### src/rtl/french_pkg.sv
// Shared types and helpers for the french enemy step scheduler and mover.
package french_pkg;

  typedef enum logic [1:0] {
    IDLE   = 2'd0,
    RUN    = 2'd1,
    FROZEN = 2'd2
  } sched_state_t;

  localparam logic [15:0] LFSR_TAPS = 16'hB400;

  // Direction code map shared with the mover: code[3:2] selects the direction.
  typedef enum logic [1:0] {
    DIR_UP    = 2'd0,
    DIR_DOWN  = 2'd1,
    DIR_RIGHT = 2'd2,
    DIR_LEFT  = 2'd3
  } dir_t;

  function automatic dir_t dir_of(input logic [3:0] code);
    return dir_t'(code[3:2]);
  endfunction

  // Frames per step, clamped so higher levels never reach a zero or negative period.
  function automatic logic signed [5:0] calc_period(input int base, input int step,
                                                    input logic [1:0] level);
    int p;
    p = base - int'(level) * step;
    if (p < 1) p = 1;
    return 6'(p);
  endfunction

endpackage

### src/rtl/french_step_scheduler_lfsr16.sv
// 16-bit Galois LFSR, free-running every clock; recovers from the all-zero lock-up state.
module lfsr16
  import french_pkg::*;
(
  input  logic        CLK,
  input  logic        RESETn,
  input  logic [15:0] seed,
  output logic [15:0] q
);

  logic [15:0] q_q, q_d;

  always_comb begin
    if (q_q == 16'h0) begin
      q_d = seed;
    end else begin
      q_d = {1'b0, q_q[15:1]} ^ (q_q[0] ? LFSR_TAPS : 16'h0);
    end
  end

  always_ff @(posedge CLK or negedge RESETn) begin
    if (!RESETn) begin
      q_q <= seed;
    end else begin
      q_q <= q_d;
    end
  end

  assign q = q_q;

endmodule

### src/rtl/french_step_scheduler.sv
// Paces the french enemy mover: frame-counted step strobe, random direction code, freeze window.
module french_step_scheduler
  import french_pkg::*;
#(
  parameter logic [15:0] SEED          = 16'hACE1,
  parameter int unsigned BASE_PERIOD   = 8,
  parameter int unsigned LEVEL_STEP    = 2,
  parameter int unsigned FREEZE_FRAMES = 30
) (
  input  logic       CLK,
  input  logic       RESETn,
  input  logic       startOfFrame,
  input  logic       enable,
  input  logic       freeze,
  input  logic [1:0] level,
  output logic       timer_done,
  output logic [3:0] random,
  output logic       frozen
);

  localparam logic [4:0] FreezeLast = 5'(FREEZE_FRAMES - 1);

  sched_state_t      state_q, state_d;
  logic [4:0]        frame_cnt_q, frame_cnt_d;
  logic [4:0]        frz_cnt_q, frz_cnt_d;
  logic              timer_done_q, timer_done_d;
  logic [3:0]        random_q, random_d;
  logic              frozen_q, frozen_d;
  logic [15:0]       lfsr_q;
  logic signed [5:0] period;
  logic              at_period;
  logic              unused_lfsr;

  lfsr16 u_lfsr (
    .CLK    (CLK),
    .RESETn (RESETn),
    .seed   (SEED),
    .q      (lfsr_q)
  );

  assign unused_lfsr = ^lfsr_q[15:4];

  always_comb begin
    period    = calc_period(int'(BASE_PERIOD), int'(LEVEL_STEP), level);
    // >= rather than == so a level raise fires on the next frame instead of wrapping.
    at_period = $signed({1'b0, frame_cnt_q}) >= (period - 6'sd1);

    state_d      = state_q;
    frame_cnt_d  = frame_cnt_q;
    frz_cnt_d    = frz_cnt_q;
    timer_done_d = 1'b0;

    if (!enable) begin
      state_d     = IDLE;
      frame_cnt_d = '0;
      frz_cnt_d   = '0;
    end else begin
      case (state_q)
        IDLE: state_d = RUN;
        RUN: begin
          if (freeze) begin
            state_d   = FROZEN;
            frz_cnt_d = '0;
          end else if (startOfFrame) begin
            if (at_period) begin
              timer_done_d = 1'b1;
              frame_cnt_d  = '0;
            end else begin
              frame_cnt_d = frame_cnt_q + 5'd1;
            end
          end
        end
        FROZEN: begin
          if (startOfFrame && (frz_cnt_q == FreezeLast)) begin
            state_d   = RUN;
            frz_cnt_d = '0;
          end else if (freeze) begin
            frz_cnt_d = '0;
          end else if (startOfFrame) begin
            frz_cnt_d = frz_cnt_q + 5'd1;
          end
        end
        default: state_d = IDLE;
      endcase
    end

    random_d = timer_done_d ? lfsr_q[3:0] : random_q;
    frozen_d = (state_d == FROZEN);
  end

  always_ff @(posedge CLK or negedge RESETn) begin
    if (!RESETn) begin
      state_q      <= IDLE;
      frame_cnt_q  <= '0;
      frz_cnt_q    <= '0;
      timer_done_q <= 1'b0;
      random_q     <= '0;
      frozen_q     <= 1'b0;
    end else begin
      state_q      <= state_d;
      frame_cnt_q  <= frame_cnt_d;
      frz_cnt_q    <= frz_cnt_d;
      timer_done_q <= timer_done_d;
      random_q     <= random_d;
      frozen_q     <= frozen_d;
    end
  end

  assign timer_done = timer_done_q;
  assign random     = random_q;
  assign frozen     = frozen_q;

endmodule
### config.mk
export PLATFORM = sky130hd
export DESIGN_NAME = french_step_scheduler
export DESIGN_NICKNAME = d
export VERILOG_FILES = /design/src/rtl/french_pkg.sv /design/src/rtl/french_step_scheduler_lfsr16.sv /design/src/rtl/french_step_scheduler.sv
export SDC_FILE = /design/constraint.sdc
export NUM_CORES = 1
export LEC_CHECK = 0
export ABC_AREA = 1
export CAP_MARGIN = 5
export CORE_AREA = 8 8 63 65
export CTS_CLUSTER_SIZE = 25
export DETAILED_ROUTE_END_ITERATION = 8
export DIE_AREA = 0 0 71 73
export PLACE_DENSITY = 0.79
export SKIP_CTS_REPAIR_TIMING = 1
export SLEW_MARGIN = 20
export SYNTH_ARGS = -nofsm -noshare
export SYNTH_HDL_FRONTEND = slang
export SYNTH_SLANG_ARGS = --single-unit
export TNS_END_PERCENT = 30
### constraint.sdc
create_clock -name CLK -period 2.8 [get_ports CLK]
set_input_delay 0.56 -clock CLK [delete_from_list [all_inputs] [get_ports CLK]]
set_output_delay 0.56 -clock CLK [all_outputs]
set_load 0.005 [all_outputs]
# ---- Yosys cells after proc, flatten, opt, wreduce, memory -nomap -nowiden
# Cells that the tools add are included.
dict set report classes {
  addsub 4
  bitwise_logic 1
  order_cmp 2
  eq_ne 10
  n_reduce_logical 5
  mux 23
}
# cell count
set ops {}
lappend ops {{$mux 5} 10}
lappend ops {{$mux 16} 2}
lappend ops {{$logic_not 16->1} 1}
lappend ops {{$xor 15x16->16} 1}
lappend ops {{$add 5x1->5 const B} 2}
lappend ops {{$pmux 5 s2} 1}
lappend ops {{$ge 6x6->1} 1}
lappend ops {{$mux 2} 3}
lappend ops {{$mux 6} 1}
lappend ops {{$pmux 2 s3} 1}
lappend ops {{$reduce_and 3->1} 2}
lappend ops {{$sub 6x2->6 const B} 1}
lappend ops {{$eq 5x5->1 const B} 1}
lappend ops {{$lt 5x2->1 const B} 1}
lappend ops {{$mux 1} 5}
lappend ops {{$ne 5x5->1 const B} 1}
lappend ops {{$sub 4x3->5 const A} 1}
lappend ops {{$eq 2x2->1 const B} 2}
lappend ops {{$ne 2x2->1 const B} 2}
lappend ops {{$ne 3x1->1 const B} 1}
lappend ops {{$ne 3x3->1 const B} 1}
lappend ops {{$eq 2x1->1 const B} 1}
lappend ops {{$logic_not 2->1} 1}
lappend ops {{$ne 2x1->1 const B} 1}
lappend ops {{$logic_and 1x1->1} 1}
dict set report word_totals {
  out_inout_bits 6
  elab_cells 52
  ff_bits 34
  input_bits 7
}

# ---- Logic depth before layout (Yosys ltp)
# Gate-level depths: netlist of the first run.
dict set report depth {
  depth_word 10
  depth_mapped 12
  mapped_depth_nobuf 12
}

# ---- Worst setup path before layout of the first run
# Ideal clock, no wire load.
dict set report synth_timing {
  path_kind {input port to flip-flop}
  start {in level[1]}
  end {reg random_q[3], in the netlist random[3]}
  path_buffers 0
  path_slack_ns 0.796
  arrival_ns 1.888
  path_stages 12
  t_required_ns 2.684
  setup_time_ns 0.116
  path_cell_list {nor2_1 > inv_1 > ha_1 > ha_1 > nand2_1 > nand2_1 > a21oi_1 > nand2_1 > nand2_2 > inv_1 > nand2_1 > nand2_1}
}
dict set report synth_between {
  elab_chain_len 10
}
# element line
set synth_rtl {}
lappend synth_rtl {{from (decl)} french_step_scheduler.sv:15} ;# input logic [1:0] level,
lappend synth_rtl {{$sub 4x3->5 *} french_pkg.sv:28} ;# p = base - int'(level) * step;
lappend synth_rtl {{$lt 5x2->1} french_pkg.sv:29} ;# if (p < 1) p = 1;
lappend synth_rtl {{$mux 6 *} french_pkg.sv:29}
lappend synth_rtl {{$sub 6x2->6 *} french_step_scheduler.sv:46} ;# at_period = $signed({1'b0, frame_cnt_q}) >= (period - 6'sd1);
lappend synth_rtl {{$ge 6x6->1 *} french_step_scheduler.sv:46}
lappend synth_rtl {{$mux 1 *} french_step_scheduler.sv:65} ;# if (at_period) begin
lappend synth_rtl {{$mux 1 *} french_step_scheduler.sv:64} ;# end else if (startOfFrame) begin
lappend synth_rtl {{$mux 1 *} french_step_scheduler.sv:61} ;# if (freeze) begin
lappend synth_rtl {{$mux 1 *} french_step_scheduler.sv:58} ;# case (state_q)
lappend synth_rtl {{$mux 1 *} french_step_scheduler.sv:53} ;# if (!enable) begin
lappend synth_rtl {{named net timer_done_d} french_step_scheduler.sv:26} ;# logic timer_done_q, timer_done_d;
lappend synth_rtl {{to (signal assigned)} french_step_scheduler.sv:104} ;# random_q <= random_d;
lappend synth_rtl {{to (decl)} french_step_scheduler.sv:27} ;# logic [3:0] random_q, random_d;
# The timed path passes the listed nets; every way through them passes the cells marked *.
# A chain may end at the register's enable or synchronous reset.

# ---- Final worst setup path of the first run
dict set report layout_timing {
  start {in level[0]}
  end {reg random_q[3], in the netlist random[3]}
}
# Same word-level chain as after synthesis.

==> qor.yml, run 1 <==
logic_synthesis:
  seq_area_frac_synth_pct: 50.51
  ys_warn_count: 0
  synth_simple_gate_area_share_pct: 26.36
  synth_compound_area_share_pct: 4.185
  synth_cell_types: 30
  syn_inst: 199
  synth_xor_area_share_pct: 3.084
  synth-adder-area-share_pct: 6.608
  ys_seq_elements: 34
  syn_area_per_cell_um2: 8.563
  synthesis.area_um2: 1704
  synth_mux_area_share_pct: 0
  synth_top_family_by_area: "simple AND/OR/NAND/NOR gates"
layout:
  drive_gt1_share_pct: 15.64
  n_antenna_cell: 0
  design_area_um2: 1891
  area_growth_pct: 10.94
  layout_common_cells: "nand2_1, inv_1, dfrtp_1"
  mostFrequentLayoutCell: "nand2_1"
  final.fill_count: 262
  nNetsFinal: 226
die:
  row_count: 20
  die-area_um2: 5183
  io_pins: 13
  coreArea_um2: 2953
  initial_utilization_pct: 57.71
  die_h_um: 73
  die_w_um: 71
clocking:
  clk_pin_slew_worst_paths_ps: 110
  cts_tree: "done"
  clock_path_buffers: 2
  cts.sinks: 34
  htree_levels: 2
  clk_latency_ps: 330
  root_buffer: "clkbuf_4"
  cts-buffers-inserted: 5
global_route:
  grt_pass1_vias: 1232
  grt_antenna_before_repair: 0
  grt_pass1_wl_mm: 5.209
  gr-usage-all-layers_pct: 12.88
  grt-ovfl-total: 0
  grt_max_degree: 35
hold_path:
  hold_path.startpoint: "u_lfsr.q[4]"
  hold_path.class: "reg -> reg"
  hold_depth: 0
  worstHoldEndpoint: "u_lfsr.q[3]"
timing:
  tns_ps: 0
  clock.fmax_ghz: 0.4518
  period_needed_ps: 2213
  fin_crit_sh_pct: 79.04
  rsz0062_at_grt: "false"
  setup_violations: 0
  finalClockSkew_ps: 14.17
  finalMaxSlewViolations: 0
  hold_viol_final: 0
critical_path:
  critPathKind: "in -> reg"
  crit_required_ps: 3040
  crit_fanout: 8
  r2r-start: "frame_cnt_q[3]"
  r2r_setup_slack_ps: 1250
  cp-start-kind: "input port"
  end_kind: "flop"
  critPathArrivalTime_ps: 2460
  r2r_end: "random[3]"
  worstRegToRegCells: 9
power_and_ir_drop:
  irDropWorstVdd_mv: 0.3828
  power_density_nw_per_um2: 520.5
  leakagePower_nw: 0.9535
job:
  max-cap-violations: 0
placement:
  routabilityCongestion: 0.7793
  dp_hpwl_mm: 2.195
  dpl_cell_area_um2: 1836
  io_buffers: 12
detailed_routing:
  drt_iter0_markers: 70
  drt-total-wl_mm: 2.873
  dr.pass1.iters: 4
  post_drt_wl_per_cell_um: 11.77
  vias: 1199
  viasPerCell: 4.914
  drcViolationCount: 0
  postRouteAntennaNets: 0
outcome:
  outcome: "finished clean"
==> logic make-up (layout without fill, tap and decap cells) <==
logic type | Yosys count | after routing
simple gates | 98 | 98
compound gates | 11 | 11
buf+inv | 40 | 51
fa+ha+maj | 9 | 9
other cells | 1 | 2
flops | 34 | 34
xor+xnor | 6 | 6
==> how the worst max path moves through the flow <==
| stage | startpoint | endpoint | slack (ps) |
|---|---|---|---|
| after floorplan | level[1] | random[3] | 800 |
| after global placement | level[1] | random[3] | 290 |
| after detailed placement | level[0] | random[3] | 210 |
| after CTS | level[0] | random[3] | 590 |
| after global routing | level[1] | random[3] | 450 |
| final | level[0] | random[3] | 590 |
==> power breakdown <==
group	total (mW)	switching, mW	internal (mW)
sequential	0.555	0.0347	0.520
combinational	0.173	0.0960	0.0771
clock	0.256	0.158	0.0985
==> metal layers <==
layer  vias to the layer above  track usage, %  share of wire, %
li1                        623               -                 -
met1                       557           14.24                45
met2                        15           21.11                49
met3                         4           5.220               4.0
met4                         0           6.236               1.5
met5                         -               0                 0
==> registers in the layout, summed over array words and instances (netlist names) <==
name	flops
frozen	1
state_q	2
frame_cnt_q	5
random	4
frz_cnt_q	5
timer_done	1
u_lfsr.q	16
==> metrics by stage <==
step	total power, mW	cells	setup WS (ps)	hold WS (ps)	util (%)
2_1_floorplan	0.6677	200	795.5	264.4	-
3_3_place_gp	0.7301	236	294.4	359.5	62.16
3_5_place_dp	0.7389	236	213.8	360.0	62.16
4_1_cts	0.9999	244	587.5	386.4	64.03
5_1_grt	1.047	244	448.2	393.9	64.03
6_report	0.9841	244	586.8	382.0	64.03
==> synth_stat cells, drive strengths merged <==
cell type	number	area share, %
conb	1	0.22
xnor2	3	1.5
nor4	2	0.73
nand4	4	1.5
inv	29	6.4
nor3	1	0.29
dfrtp	26	38
and2	1	0.37
clkinv	1	0.22
nor2	28	7.2
buf	1	0.44
a21oi	4	1.6
dfstp	8	12
nand2	51	13
and3	1	0.37
a211oi	2	0.88
nand3	10	3.2
ha	9	6.6
o21ai	5	1.7
clkbuf	9	2.0
xor2	3	1.5
==> critical path: stages <==
cell             delay [ps]
clkdlybuf4s50_1         430
nor2_1                  140
inv_1                    60
ha_1                    290
ha_1                    280
nand2_1                  70
nand2_1                  50
a21oi_1                 160
nand2_1                 120
nand2_2                 140
inv_1                    70
nand2_1                  60
nand2_1                  40
==> cell type report <==
type	instances	area [um2]	share of cell area, %
clock inverter	2	13.76	0.7280
inverter	30	112.6	5.956
timing repair buffer	13	127.6	6.750
tap	33	41.29	2.184
multi-input combinational	126	693.2	36.66
clock buffer	6	41.29	2.184
sequential	34	860.8	45.53
Power figures use the tool's default switching activity.
==> run 2, diff against run 1 <==
--- a/config.mk
+++ b/config.mk
@@ -7,11 +7,11 @@
 export LEC_CHECK = 0
 export ABC_AREA = 1
 export CAP_MARGIN = 5
-export CORE_AREA = 8 8 63 65
+export CORE_AREA = 8 8 64 66
 export CTS_CLUSTER_SIZE = 25
 export DETAILED_ROUTE_END_ITERATION = 8
-export DIE_AREA = 0 0 71 73
-export PLACE_DENSITY = 0.79
+export DIE_AREA = 0 0 72 74
+export PLACE_DENSITY = 0.76
 export SKIP_CTS_REPAIR_TIMING = 1
 export SLEW_MARGIN = 20
 export SYNTH_ARGS = -nofsm -noshare
==> constraint.sdc (replaced) <==
create_clock -name CLK -period 2.1 [get_ports CLK]
set_input_delay 0.42 -clock CLK [delete_from_list [all_inputs] [get_ports CLK]]
set_output_delay 0.42 -clock CLK [all_outputs]
set_load 0.005 [all_outputs]
==> run 2 against run 1 <==
Net effect: first-iteration DRC count shrank 4.3%; critical path depth did not move; sequential power increased by 33%; clock power up 48%; final cell count increased by 6.6%; sequential share of layout area decreased by 1.5 points; die area grew 2.8%; sequential cell count stayed put; worst hold slack gained 8.6 ps; power grew 37%; register-to-register slack got worse by 680 ps.
==> qor.yml, run 2 (synthesis results as in run 1) <==
outcome:
  outcome: "finished clean"  # unchanged
global_route:
  grt-ovfl-total: 0  # unchanged
  grt_max_degree: 35  # unchanged
  grt_pass1_vias: 1177  # was 1232
  grt_antenna_before_repair: 0  # unchanged
  gr-usage-all-layers_pct: 12.25  # was 12.88%
  grt_pass1_wl_mm: 4.961  # was 5.209 mm
detailed_routing:
  drt-total-wl_mm: 2.817  # was 2.873 mm
  drcViolationCount: 0  # unchanged
  viasPerCell: 4.685  # was 4.914
  dr.pass1.iters: 4  # unchanged
  postRouteAntennaNets: 0  # unchanged
  drt_iter0_markers: 67  # was 70
  vias: 1218  # was 1199
  post_drt_wl_per_cell_um: 10.83  # was 11.77 um
layout:
  n_antenna_cell: 0  # unchanged
  final.fill_count: 262  # unchanged
  area_growth_pct: 14.83  # was 10.94%
  final_cell_count_no_fill: 260  # was 244
  drive_gt1_share_pct: 18.69  # was 15.64%
  layout_common_cells: "nand2_1, inv_1, dfrtp_1"  # unchanged
  largest_reg_flops: 16  # unchanged
  mostFrequentLayoutCell: "nand2_1"  # unchanged
  nNetsFinal: 229  # was 226
clocking:
  root_buffer: "clkbuf_4"  # unchanged
  clk_latency_ps: 330  # about the same
  cts_tree: "done"  # unchanged
  clk_pin_slew_worst_paths_ps: 100  # was 110 ps
  htree_levels: 2  # unchanged
  cts.sinks: 34  # unchanged
  clock_path_buffers: 2  # unchanged
  cts-buffers-inserted: 5  # unchanged
placement:
  routabilityCongestion: 0.7674  # was 0.7793
  dp_hpwl_mm: 2.112  # was 2.195 mm
  dp.cells: 252  # was 236
  io_buffers: 12  # unchanged
power_and_ir_drop:
  power_mw: 1.353  # was 984.1 uW
  swShare_pct: 29.00  # was 29.31%
  power.internal_uw: 960.6  # was 695.7 uW
  p_comb_share_pct: 17.4  # was 17.6%
  power.switching_uw: 392.3  # was 288.4 uW
  power_density_nw_per_um2: 691.4  # was 520.5 nW/um2
  leakagePower_nw: 1.003  # was 0.9535 nW
  irDropWorstVdd_mv: 0.3561  # was 0.3828 mV
  clkPwrFrac_pct: 28.0  # was 26.0%
  power_frac_seq_pct: 54.6  # was 56.4%
die:
  io_pins: 13  # unchanged
  die-area_um2: 5328  # was 5183 um2
  coreArea_um2: 3179  # was 2953 um2
  initial_utilization_pct: 53.60  # was 57.71%
  die_w_um: 72  # was 71 um
  die_h_um: 74  # was 73 um
  row_count: 21  # was 20
timing:
  fin_crit_sh_pct: 82.76
  clock.fmax_ghz: 0.5754
  rsz0062_at_grt: "false"  # unchanged
  finalClockSkew_ps: 5.212  # was 14.17 ps
  setup_violations: 0  # unchanged
  hold_viol_final: 0  # unchanged
  timing.hold.ws_ps: 390.6  # was 382.0 ps
  period_needed_ps: 1738
  finalMaxSlewViolations: 0  # unchanged
critical_path:
  end_kind: "flop"  # unchanged
  crit_required_ps: 2330  # was 3040 ps
  crit_fanout: 8  # unchanged
  cp-start-kind: "input port"  # unchanged
  critPathKind: "in -> reg"  # unchanged
  critPathArrivalTime_ps: 1970  # was 2460 ps
job:
  max-cap-violations: 0  # unchanged
hold_path:
  hold_path.class: "reg -> reg"  # unchanged
## run 2: changes by cell type in the layout (fill, tap and decap cells not counted), sizes merged
| cell | before | now |
|---|---|---|
| clkinvlp | 0 | 1 |
| buf | 1 | 4 |
| clkinv | 3 | 2 |
| dlymetal6s2s | 0 | 2 |
| clkdlybuf4s50 | 12 | 10 |
## run 2: layout make-up
class	count	area [um2]	area share (%)
clock buffers	6	51.30	2.621
clock inverters	2	12.51	0.6394
repair buffers	16	155.1	7.928
well taps	46	57.56	2.941
inverters	30	112.6	5.754
flip-flops and latches	34	860.8	43.99
multi-input cells	126	706.9	36.13
## run 2: metrics by stage
stage               setup slack, ps  util (%)  cell area, um2  TNS, ps
detailed placement           -337.0     58.95            1874    -2315
floorplan                     235.5         -            1708        0
global route                  221.7     61.55            1957        0
global placement             -272.6     58.95            1874    -1849
finish                        362.0     61.55            1957        0
CTS                           38.02     60.96            1938        0
## run 2: power by group through the flow
stage               logic, mW  registers, mW  clock network, mW
floorplan               0.149          0.742                  0
finish                  0.236          0.739              0.378
global placement        0.231          0.751                  0
global route            0.275          0.746              0.425
CTS                     0.239          0.739              0.397
detailed placement      0.238          0.751                  0
## run 2: critical path, cell delays in order
cell            delay, ps
dlymetal6s2s_1        140
nor2_2                120
inv_1                  50
ha_1                  280
ha_1                  290
nand2_1                80
nand2_1                60
a21oi_2               170
nand2_2               100
nand2_4               110
inv_1                  60
nand2_1                50
nand2_1                40
## run 2: worst paths after layout
check,start,to,slack (ps),cells after the start
max,level[0],random[3],360,13
min,u_lfsr.q[4],u_lfsr.q[3],390,0
max reg2reg,frame_cnt_q[3],random[3],570,9
min reg2reg,u_lfsr.q[4],u_lfsr.q[3],390,0
max in group asynchronous,RESETn,u_lfsr.q[11],1300,2
min in group asynchronous,RESETn,frz_cnt_q[0],480,2
## run 2: routing by layer
layer	global-route usage, %	routed length, um
met1	13.58	1293
met2	19.94	1346
met3	3.504	108
met4	8.844	68
met5	0	0
==> run 3, diff against run 2 <==
--- a/config.mk
+++ b/config.mk
@@ -7,11 +7,11 @@
 export LEC_CHECK = 0
 export ABC_AREA = 1
 export CAP_MARGIN = 5
-export CORE_AREA = 8 8 64 66
+export CORE_AREA = 8 8 67 69
 export CTS_CLUSTER_SIZE = 25
 export DETAILED_ROUTE_END_ITERATION = 8
-export DIE_AREA = 0 0 72 74
-export PLACE_DENSITY = 0.76
+export DIE_AREA = 0 0 75 77
+export PLACE_DENSITY = 0.72
 export SKIP_CTS_REPAIR_TIMING = 1
 export SLEW_MARGIN = 20
 export SYNTH_ARGS = -nofsm -noshare
==> constraint.sdc (replaced) <==
create_clock -name CLK -period 1.5 [get_ports CLK]
set_input_delay 0.3 -clock CLK [delete_from_list [all_inputs] [get_ports CLK]]
set_output_delay 0.3 -clock CLK [all_outputs]
set_load 0.005 [all_outputs]
==> run 3 against run 2 <==
Net effect: die area up 8.4%; setup slack got worse by 310 ps; worst hold slack worse by 69 ps; highest routed layer unchanged.
==> qor.yml, run 3 (synthesis results as in run 1) <==
critical_path:
  critPathSlowestCell: "ha_4"  # was ha_1
  critPathArrivalTime_ps: 1670  # was 1970 ps
  end_kind: "flop"  # unchanged
  cp-start-kind: "input port"  # unchanged
  crit_top_cell: "nand2_1"  # unchanged
  crit_chain: "buf_4, nor2_4, inv_2, ha_4, ha_4, nand2_1, nand2_1, a21oi_2, nand2_2, nand2_4, inv_2, nand2_1, nand2_1"  # was dlymetal6s2s_1, nor2_2, inv_1, ha_1, ha_1, nand2_1, nand2_1, a21oi_2, nand2_2, nand2_4, inv_1, nand2_1, nand2_1
  critPathKind: "in -> reg"  # unchanged
  crit_required_ps: 1720  # was 2330 ps
  critPathMaxStageDelay_ps: 260  # was 290 ps
  crit_fanout: 8  # unchanged
timing:
  clock.fmax_ghz: 0.6885
  setup_slack_ps: 47.56  # was 362.0 ps
  hold_viol_final: 0  # unchanged
  finalClockSkew_ps: 14.61  # was 5.212 ps
  setup_violations: 0  # unchanged
  timing.hold.ws_ps: 321.8  # was 390.6 ps
  rsz0062_at_grt: "true"  # was false
  period_needed_ps: 1452
  finalMaxSlewViolations: 0  # unchanged
  fin_crit_sh_pct: 96.83
global_route:
  grt_pass1_vias: 1233  # was 1177
  grt_antenna_before_repair: 0  # unchanged
  grt-ovfl-total: 0  # unchanged
  gr-usage-all-layers_pct: 12.12  # was 12.25%
  grt_max_degree: 35  # unchanged
  grt_pass1_wl_mm: 5.444  # was 4.961 mm
detailed_routing:
  drt-total-wl_mm: 3.076  # was 2.817 mm
  vias: 1243  # was 1218
  dr.pass1.iters: 4  # unchanged
  viasPerCell: 4.587  # was 4.685
  drcViolationCount: 0  # unchanged
  post_drt_wl_per_cell_um: 11.35  # was 10.83 um
  postRouteAntennaNets: 0  # unchanged
  drt_iter0_markers: 41  # was 67
power_and_ir_drop:
  leakagePower_nw: 1.148  # was 1.003 nW
  irDropWorstVdd_mv: 0.5931  # was 0.3561 mV
  power_mw: 2.097  # was 1.353 mW
  power_density_nw_per_um2: 999.2  # was 691.4 nW/um2
placement:
  dp.cells: 261  # was 252
  dp_hpwl_mm: 2.338  # was 2.112 mm
  routabilityCongestion: 0.8067  # was 0.7674
  pre_cts_ws_ps: -803.1  # was -337.0 ps
  dpl_cell_area_um2: 1953  # was 1874 um2
  io_buffers: 12  # unchanged
die:
  coreArea_um2: 3496  # was 3179 um2
  die-area_um2: 5775  # was 5328 um2
  die_h_um: 77  # was 74 um
  io_pins: 13  # unchanged
  die_w_um: 75  # was 72 um
  row_count: 22  # was 21
  initial_utilization_pct: 48.75  # was 53.60%
layout:
  design_area_um2: 2098  # was 1957 um2
  layout_common_cells: "nand2_1, dfrtp_1, inv_1"  # was nand2_1, inv_1, dfrtp_1
  area_growth_pct: 23.13  # was 14.83%
  largest_reg_flops: 16  # unchanged
  drive_gt1_share_pct: 25.56  # was 18.69%
  n_antenna_cell: 0  # unchanged
  nNetsFinal: 238  # was 229
  final.fill_count: 319  # was 262
  final_cell_count_no_fill: 271  # was 260
  mostFrequentLayoutCell: "nand2_1"  # unchanged
clocking:
  cts.sinks: 34  # unchanged
  clk_pin_slew_worst_paths_ps: 110  # was 100 ps
  cts_tree: "done"  # unchanged
  cts-buffers-inserted: 5  # unchanged
  htree_levels: 2  # unchanged
  clk_latency_ps: 330  # about the same
  clock_path_buffers: 2  # unchanged
  root_buffer: "clkbuf_4"  # unchanged
hold_path:
  hold_path.class: "in -> async"  # was reg -> reg
job:
  max-cap-violations: 0  # unchanged
outcome:
  outcome: "finished clean"  # unchanged
-- run 3: cell count changes in the layout (fill, tap and decap cells not counted), sizes merged --
cell,delta
buf,+10
clkdlybuf4s50,-6
dlymetal6s2s,+4
clkbuf,+2
bufinv,+1
clkinv,-1
clkinvlp,-1
-- run 3: per-layer routing --
layer | GRT usage, % | up-vias | wire [um]
li1 | - | 651 | -
met1 | 14.08 | 570 | 1378
met2 | 19.55 | 17 | 1553
met3 | 3.381 | 5 | 95
met4 | 5.882 | 0 | 49
met5 | 0 | - | 0
-- run 3: worst paths after layout --
check	depth (start not counted)	start	end	slack (ps)
max	13	level[0]	random[3]	50
min	2	RESETn	u_lfsr.q[2]	320
max reg2reg	9	frame_cnt_q[3]	random[3]	70
min reg2reg	0	u_lfsr.q[4]	u_lfsr.q[3]	390
max in group asynchronous	2	RESETn	u_lfsr.q[13]	930
min in group CLK	0	u_lfsr.q[4]	u_lfsr.q[3]	390
-- run 3: final cells by class --
cell class / count / area [um2] / share of cell area, %
inverter: 30 / 112.6 / 5.367
clock buffer: 7 / 55.05 / 2.624
multi-input combinational: 126 / 742.0 / 35.36
clock inverter: 1 / 30.03 / 1.431
sequential: 34 / 860.8 / 41.03
timing repair buffer: 25 / 237.7 / 11.33
tap: 48 / 60.06 / 2.862
-- run 3: metrics by stage --
stage / setup TNS [ps] / util [%]
5_1_grt: -61.86 / 60.02
6_report: 0 / 60.02
2_1_floorplan: -1048 / -
3_5_place_dp: -7762 / 55.87
3_3_place_gp: -7094 / 55.87
4_1_cts: -3856 / 58.30
-- run 3: critical path: cells and delay by family --
family	cells	cell delay, ps
buffers and inverters	3	220
AND/OR/NAND/NOR	7	540
adder cells (fa/ha/maj)	2	440
AO/OA/AOI/OAI	1	150
-- run 3: report_power, final --
group          switching [mW]  internal (mW)  total [mW]  leakage, nW
sequential             0.0594          0.971        1.03        0.418
clock                   0.291          0.398       0.689       0.0455
combinational           0.203          0.174       0.377        0.685
total                   0.553           1.54        2.10         1.15
==> variant, RTL diff (config.mk and constraints of run 3) <==
Put one more register stage on the output `random`, cleared by the reset. The value now appears one clock later. The other outputs are not delayed to match.
--- a/src/rtl/french_step_scheduler.sv
+++ b/src/rtl/french_step_scheduler.sv
@@ -109,3 +109,9 @@
   assign timer_done = timer_done_q;
-  assign random     = random_q;
+  always_ff @(posedge CLK or negedge RESETn) begin
+    if (!RESETn) begin
+      random <= '0;
+    end else begin
+      random <= random_q;
+    end
+  end
   assign frozen     = frozen_q;
Check against the original RTL: not equivalent (a bounded check fails within 4 cycles, from zero or initial values and one cycle with RESETn low).
==> variant against run 3 <==
Wire length decreased by 1.1%. Power increased by 2.4%. Worst setup slack improved by 9.4 ps. Critical path depth decreased by 1. Via count decreased by 0.97%. Synthesized area increased by 3.5%. Count of clock-buffer cells in the layout decreased by 1. Sequential power increased by 4%. Critical endpoint is now random_q[1]$_DFFE_PN0P_. Cell area increased by 4.5%. Sequential cell count increased by 4.
==> variant: results <==
final_layout:
  layout-drive-gt1-share_pct: 25.1
  n_all_buffers: 19
  n_all_inverters: 26
  nets: 226
  nonClkBufAreaFrac_pct: 8.68
  sh_seq_area_pct: 43.8
  multi_input_gates: 120
  seq_cell_count: 38
  clkbuf_count: 6
  clock_cell_area_share_pct: 5.08
  fin_util_pct: 62.7
  multi_input_area_share_pct: 35.2
  fill_cells: 286
routing:
  wl_met2_mm: 1.57
  top_layer_used: "met4"
  m1WireLength_mm: 1.27
  wl_met3_um: 159
  vias: 1231
  routed_wl_mm: 3.04
  wl_per_cell_um: 11.7
  drt_iter0_markers: 76
synth:
  synth_compound_gate_area_share_pct: 4.26
  synthTopCellsByArea: "dfrtp_1 (43%), dfstp_2 (12%), nand2_1 (11%)"
  synth_common_cells: "nand2_1 (50), dfrtp_1 (30), inv_1 (24), nand3_1 (11), nor2_1 (11)"
  synth_area_sq_mm: 0.00176
  syn_avg_cell_area_sq_um: 9.23
  yosys.area_share.adder_pct: 6.39
  synthXorXnorAreaFrac_pct: 2.98
  synth_mux_area_share_pct: 0.568
  synthDistinctLibCells: 29
  yosysSeqAreaShare_pct: 54.5
  synth_top_cell_area_share_pct: 42.6
placement:
  place_congestion: 0.845
  placed_cell_area_sq_mm: 0.00197
  dp_slack_ps: -775
  dpl.hpwl_mm: 2.07
  place_inst: 249
setup_path:
  critPathMaxFanout: 5
  worstReg2RegStart: "frame_cnt_q[0]$_DFFE_PN0P_"
  crit_arrival_ps: 1720
  startpoint: "level[0]"
global_route:
  grt_use_total_pct: 11.2
  grt.met2_usage_pct: 17.2
  gr-usage-met1_pct: 13.3
  grt_pass1_wl_mm: 4.97
  gr-total-overflow: 0
  met3_usage_pct: 4.03
  grt_max_degree: 39
pwr:
  switching_share_pct: 20.7
  combPwrFrac_pct: 9.1
  ir_drop_uv: 414
  pg_clk_w: 0.000882
  power_leakage_nw: 1.19
  power.switching_w: 0.000445
outcome:
  outcome: "complete, no violations"
worst_hold_path:
  hp-class: "in2async"
timing:
  finalClockSkew_ps: 4.76
clocking:
  path_clk_slew_ps: 110
[variant: changes by cell type in the layout (fill, tap and decap cells not counted), sizes merged, moves of 2 or more]
cell,change
nand2,+5
a21oi,+2
a211oi,-2
nor2,-14
dfrtp,+4
nand3,+2
o21ai,+2
inv,-3
buf,-6
nand4,-3
[variant: worst paths after layout]
check,endpoint,slack (ps),depth (start not counted)
setup / recovery,random_q[1]$_DFFE_PN0P_,60,12
min in group CLK,u_lfsr.q[3]$_DFF_PN0_,390,0
hold / removal,frame_cnt_q[3]$_DFFE_PN0P_,340,2
max in group asynchronous,u_lfsr.q[6]$_DFF_PN1_,910,2
setup reg to reg,random_q[1]$_DFFE_PN0P_,80,11
hold reg to reg,u_lfsr.q[3]$_DFF_PN0_,390,0
[variant: critical path: stages]
cell and delay (ps):
buf_2 120, nor2_4 140, inv_2 60, ha_4 260
ha_4 190, nand2_1 80, nand2_2 70, a21oi_4 190
nand2_4 110, nand2_4 90, nand2_1 50, nand2_1 50
